File: config.mk
export PLATFORM = sky130hd
export DESIGN_NAME = regression_evaluator
export DESIGN_NICKNAME = d
export VERILOG_FILES = /design/src/rtl/regression_evaluator.sv
export SDC_FILE = /design/constraint.sdc
export NUM_CORES = 1
export LEC_CHECK = 0
export CAP_MARGIN = 20
export CELL_PAD_IN_SITES_DETAIL_PLACEMENT = 1
export CELL_PAD_IN_SITES_GLOBAL_PLACEMENT = 1
export CORE_ASPECT_RATIO = 1.75
export CORE_UTILIZATION = 46
export CTS_BUF_LIST = sky130_fd_sc_hd__clkbuf_2 sky130_fd_sc_hd__clkbuf_4 sky130_fd_sc_hd__clkbuf_8
export CTS_CLUSTER_DIAMETER = 100
export DETAILED_ROUTE_END_ITERATION = 16
export GPL_ROUTABILITY_DRIVEN = 0
export PLACE_DENSITY_LB_ADDON = 0.1
export SETUP_SLACK_MARGIN = 0.15
export SLEW_MARGIN = 20
export SYNTH_ARGS = -nofsm -noshare
export SYNTH_HDL_FRONTEND = slang
export SYNTH_SLANG_ARGS = --single-unit
File: constraint.sdc
create_clock -name clk -period 11.05 [get_ports clk]
set_input_delay 1.105 -clock clk [delete_from_list [all_inputs] [get_ports clk]]
set_output_delay 1.105 -clock clk [all_outputs]
set_load 0.03 [all_outputs]
File: src/rtl/regression_evaluator.sv
// regression_evaluator: per-sample yhat = B0 + B1*x and err = y - yhat.
// Define REGEVAL_SSE_EN to build the saturating sum-of-squared-errors accumulator.
module regression_evaluator #(
    parameter int W    = 20,
    parameter int FRAC = 10,
    parameter int NW   = 10
) (
    input  logic          clk,
    input  logic          rst,
    input  logic          start,
    input  logic [NW-1:0] n,
    input  logic [W-1:0]  B0,
    input  logic [W-1:0]  B1,
    input  logic          in_valid,
    output logic          in_ready,
    input  logic [W-1:0]  x,
    input  logic [W-1:0]  y,
    output logic          out_valid,
    input  logic          out_ready,
    output logic [W-1:0]  yhat,
    output logic [W-1:0]  err,
    output logic          busy,
    output logic          done,
    output logic [47:0]   sse
);
    typedef enum logic [1:0] {IDLE, RUN, DONE} state_t;

    state_t state, state_nx;

    logic [W-1:0]          b0_q, b1_q;
    logic [NW-1:0]         rem;
    logic                  xfer;
    logic                  launch;
    logic signed [2*W-1:0] prod;
    logic [W-1:0]          yhat_d, err_d;

    assign busy     = (state == RUN);
    assign done     = (state == DONE);
    assign launch   = (state == IDLE) && start;
    assign in_ready = busy && (rem != '0) && (!out_valid || out_ready);
    assign xfer     = in_valid && in_ready;

    assign prod   = (2*W)'($signed(b1_q)) * (2*W)'($signed(x));
    assign yhat_d = W'(prod >>> FRAC) + b0_q;
    assign err_d  = y - yhat_d;

    always_comb begin
        state_nx = state;
        unique case (state)
            IDLE: if (start) state_nx = (n == '0) ? DONE : RUN;
            RUN: begin
                // finish only once the last result has left the output register
                if (rem == '0 && (!out_valid || out_ready))
                    state_nx = DONE;
            end
            DONE:    state_nx = IDLE;
            default: state_nx = IDLE;
        endcase
    end

    always_ff @(posedge clk) begin
        if (rst) begin
            state     <= IDLE;
            b0_q      <= '0;
            b1_q      <= '0;
            rem       <= '0;
            out_valid <= 1'b0;
            yhat      <= '0;
            err       <= '0;
        end else begin
            state <= state_nx;
            if (launch) begin
                b0_q <= B0;
                b1_q <= B1;
                rem  <= n;
            end else if (xfer) begin
                rem <= rem - NW'(1);
            end
            if (xfer) begin
                out_valid <= 1'b1;
                yhat      <= yhat_d;
                err       <= err_d;
            end else if (out_ready) begin
                out_valid <= 1'b0;
            end
        end
    end

`ifdef REGEVAL_SSE_EN
    logic signed [2*W-1:0] e_ext;
    logic [2*W-1:0]        sq;
    logic [48:0]           acc;

    assign e_ext = (2*W)'($signed(err_d));
    assign sq    = e_ext * e_ext;
    assign acc   = {1'b0, sse} + 49'(sq);

    always_ff @(posedge clk) begin
        if (rst)
            sse <= '0;
        else if (launch)
            sse <= '0;
        else if (xfer)
            sse <= acc[48] ? {48{1'b1}} : acc[47:0];
    end
`else
    assign sse = '0;
`endif

endmodule

* Word-level counts from Yosys, hierarchy flattened
Cells that the tools add are included.
** Cells by class
- Add/subtract/negate cells :: 3
- Multipliers :: 1
- Divide/modulo/power cells :: 0
- $lt $le $gt $ge :: 0
- Equal/unequal tests :: 4
- Shift operators :: 0
- Mux-type cells :: 8
- Bitwise logic cells :: 0
- Reduce and logical (&&, ||, !) cells :: 14
** Operator list (count)
- 20-bit by 20-bit multiplier with 30-bit output :: 1
- 20-bit adder :: 1
- 10-bit zero test :: 2
- 10-bit 2-to-1 mux :: 2
- 20-bit subtractor :: 1
- 10-bit nonzero test :: 1
- 10-bit by 1-bit subtractor with 10-bit output (second input constant) :: 1
- 2-bit 2-to-1 mux :: 3
- 1-bit logical AND :: 5
- 2-bit one-hot mux with 2 select lines :: 1
- 2-bit nonzero test :: 2
- 2-bit by 1-bit equality test with 1-bit output (second input constant) :: 1
- 2-bit equality test (second input constant) :: 1
- 2-bit zero test :: 1
- 1-bit 2-to-1 mux :: 2
- 2-bit by 1-bit inequality test with 1-bit output (second input constant) :: 1
- 2-bit inequality test (second input constant) :: 1
- 2-bit AND reduction :: 1
- 1-bit zero test :: 1
- 1-bit logical OR :: 1
** Storage, ports and cells
- Bits in registers :: 93
- Latch bits :: 0
- Bits in writable memories :: 0
- Memory bits (read-only) :: 0
- Word-level logic and storage cells :: 37
- Memories kept :: 0

* Longest topological paths before layout
- Word-level depth :: 6
- Mapped depth :: 43

* Worst setup path after synthesis
No wires, ideal clock.
- Path type :: input to register
- From :: input x[2]
- To :: register err[18]
- Library setup time :: 0.079 ns
- Arrival :: 9.849 ns
- Data required time :: 10.971 ns
- Setup slack :: 1.122 ns
- Stages :: 40
- Buffers on the path :: 1
- Cell sequence :: clkbuf_1 > and2_1 > fa_1 > fa_1 > inv_1 > fa_1 > inv_1 > fa_1 > inv_1 > fa_1 > inv_1 > fa_1 > inv_1 > fa_1 > inv_1 > ha_1 > a21o_1 > a21oi_1 > [4 not listed] > ha_1 > o21ai_1 > nor2_1 > a21oi_1 > xor2_1 > ha_1 > nor4_1 > o21ai_0 > a31o_2 > a21o_1 > a211o_1 > a31o_2 > o221ai_1 > a31oi_2 > maj3_2 > maj3_2 > xnor2_1 > a211oi_2
** Between the ends
- Cells in the longest elaborated chain, start to end :: 3
** RTL lines
- start, declared :: RTL line 16 : input logic [W-1:0] x,
- 20-bit by 20-bit multiplier with 30-bit output :: RTL line 43 : assign prod = (2*W)'($signed(b1_q)) * (2*W)'($signed(x));
- 20-bit adder :: RTL line 44 : assign yhat_d = W'(prod >>> FRAC) + b0_q;
- 20-bit subtractor :: RTL line 45 : assign err_d = y - yhat_d;
- end signal, assigned :: RTL line 82 : err <= err_d;
- end, declared :: RTL line 21 : output logic [W-1:0] err,
Every way passes these cells.
A chain may end at the register's enable or synchronous reset.

* Worst setup path in the final report
Ends and elaborated chain as after synthesis.

==> results.yml <==
clock_tree:
  cts_hold_buf: 0
  clkSinkCount: 93
  clkTransAtPathRegs_ns: 0.11
  worstSkewPairLatency_ns: 0.45
  cts_buffers: 9
  cts_tree: "yes"
  htreeDepth: 3
  root_buffer: "clkbuf_8"
  clk_path_buf_depth: 2
floorplan:
  pin_count: 187
  fp.dieH_um: 258
  rows: 93
  initial_utilization_pct: 46.8
  die-area_um2: 38400
  die_width_um: 148
  core_um2: 36900
sta:
  setup_slack_ns: 0.542
  tns_ns: 0
  finalMaxSlewViolations: 0
  max_freq_mhz: 95.2
  rsz0062_at_grt: "yes"
  period_share_pct: 95.1
  finalSetupViolCount: 0
  finalHoldViolations: 0
  slew_headroom_pct: 27.0
  period_needed_ns: 10.51
  finalClockSkew_ns: 0.0324
  holdWs_ns: 0.467
  worst_pin_slew_ns: 1.10
yosys:
  synthesis.area_um2: 17300
  async_flop_share_pct: 0
  synth_flop_cell: "dfxtp_1"
  synthDistinctLibCells: 66
  ys_seq_elements: 93
  yosysSeqAreaShare_pct: 10.8
  synth_area_per_cell_um2: 8.55
  synth_edf_count: 0
  syn_inst: 2021
  synth_warnings: 0
drt:
  drc_errors: 0
  vias: 13400
  drt_iter0_drc: 333
  ant_nets: 0
  routedWlPerCell_um: 18.8
  wirelength_um: 48700
  routed_via_density: 5.15
  dr.pass1.iters: 7
place:
  hpwlAfterDp_um: 41300
  dp_slack_ns: -0.117
  portBuffers: 138
setup_path:
  critical_path.max_fanout: 9
  path_depth: 42
  regToRegSetupSlack_ns: 0.79
  critPathKind: "primary input to flip-flop"
  critPathBufInv: 7
  required_ns: 11.41
  reg2reg_from: "b1_q[9]"
  crit_slowest_cell: "fa_1"
  end_kind: "flip-flop"
  crit_family: "adder cells"
  cp-start-kind: "primary input"
  cp-startpoint: "x[2]"
  critPathArrivalTime_ns: 10.86
  r2r_cells: 40
  cpPeakStageDelay_ns: 0.53
  cp-endpoint: "err[18]"
  rr_endpoint: "err[18]"
  path_common_cell: "fa_1"
cells_and_area:
  multi_input_area_um2: 13500
  finalCoreUtilization_pct: 52.1
  seqCellArea_um2: 1860
  finalNetCount: 2646
  n_antenna_cell: 0
  drive_gt1_share_pct: 4.11
  area_growth_pct: 11.3
  num-fill-cells: 4412
global_routing:
  grt_max_degree: 94
  grt_usage_pct: 27.1
  grt_first_pass_wirelength_um: 79900
  grt_pass1_vias: 15500
  grt-ovfl-total: 0
  antenna_found_initial: 0
status:
  status: "finished, final reports clean"
worst_hold_path:
  hp-class: "flip-flop to flip-flop"
flow_run:
  maxCapViolCount: 0
[cells in the final DEF (no fill, tap or decap), drive strengths merged, types with 5 or more instances in the layout]
cell,n
nand3,10
conb,48
nor4,10
nor2,92
o21ai,28
nand2b,17
o211ai,9
and2,214
nand2,268
a21o,14
a31oi,9
a2111oi,5
clkdlybuf4s50,136
dfxtp,93
a211oi,14
inv,379
nand4,5
clkbuf,9
o21a,8
xnor2,56
nor3,19
a21oi,105
xor2,23
ha,128
and3,5
nor2b,11
buf,41
fa,311
[layer usage]
layer,vias to the layer above,wire length (µm),track usage [%]
met2,223,27900,53.5
li1,6216,-,-
met4,0,1490,9.39
met5,-,0,0
met1,6833,18100,28.9
met3,81,1280,2.90
[registers in the layout (all words and copies together), names as in the netlist]
signal,count
err,20
state,2
b1_q,20
b0_q,20
out_valid,1
yhat,20
rem,10
[cell usage after synthesis (all sizes together) (17+ instances only)]
| master | instances | area [µm²] |
|---|---|---|
| buf | 53 | 382 |
| clkbuf | 92 | 345 |
| nor3 | 19 | 105 |
| nand2b | 17 | 106 |
| and2 | 214 | 1340 |
| xnor2 | 56 | 505 |
| dfxtp | 93 | 1860 |
| o21ai | 28 | 144 |
| ha | 128 | 1600 |
| a21oi | 105 | 526 |
| inv | 376 | 1410 |
| xor2 | 23 | 228 |
| nor2 | 92 | 345 |
| fa | 311 | 6230 |
| nand2 | 268 | 1010 |
[per-stage QoR]
step                      instances  instance area, µm²
final                          2592               19200
after CTS                      2590               19200
after detailed placement       2574               19000
after global routing           2592               19200
after floorplan                2068               17400
after global placement         2574               19000
[worst reg2reg max path, delay by kind of cell, from the launching register on]
family / cells / cell delay (ns)
DFF: 1 / 0.97
xor gates and xnor gates: 3 / 0.38
and+or+nand+nor: 5 / 0.67
AOI/OAI and AO/OA: 13 / 2.67
adders and majority gates: 12 / 5.05
buffers and inverters: 7 / 0.46
[area by class of cell]
type | count | share of cell area [%]
tap | 475 | 3.09
clock inverter | 7 | 0.351
sequential | 93 | 9.69
timing repair buffer | 178 | 8.75
inverter | 376 | 7.34
multi-input combinational | 1454 | 70.1
clock buffer | 9 | 0.644
[worst min-delay path by stage]
stage | from | endpoint | slack [ns] | depth (start not counted)
after detailed placement | err[15] | err[15] | 0.44 | 2
after floorplan | state[1] | state[1] | 0.44 | 1
final | err[11] | err[11] | 0.47 | 2
after global routing | err[14] | err[14] | 0.50 | 2
after CTS | err[16] | err[16] | 0.47 | 2
after global placement | err[11] | err[11] | 0.44 | 2
[logic make-up after synthesis]
family          Yosys count  synth area share [%]
compound gates          225                  8.39
xor+xnor                 80                  4.38
fa+ha+maj               442                  45.5
buf+inv                 521                  12.4
flops                    93                  10.8
mux                       1                0.0580
other cells               1                0.0217
simple gates            658                  18.5
[repair_timing]
item                                    CTS  global route
resized for setup                         0             9
endpoints found under the setup margin    0             3
buffers inserted                          0             2
endpoints found under the hold margin     0             0
Power is not shown: default switching activity piles up to over one toggle a cycle in this logic, so the estimate is an artifact.
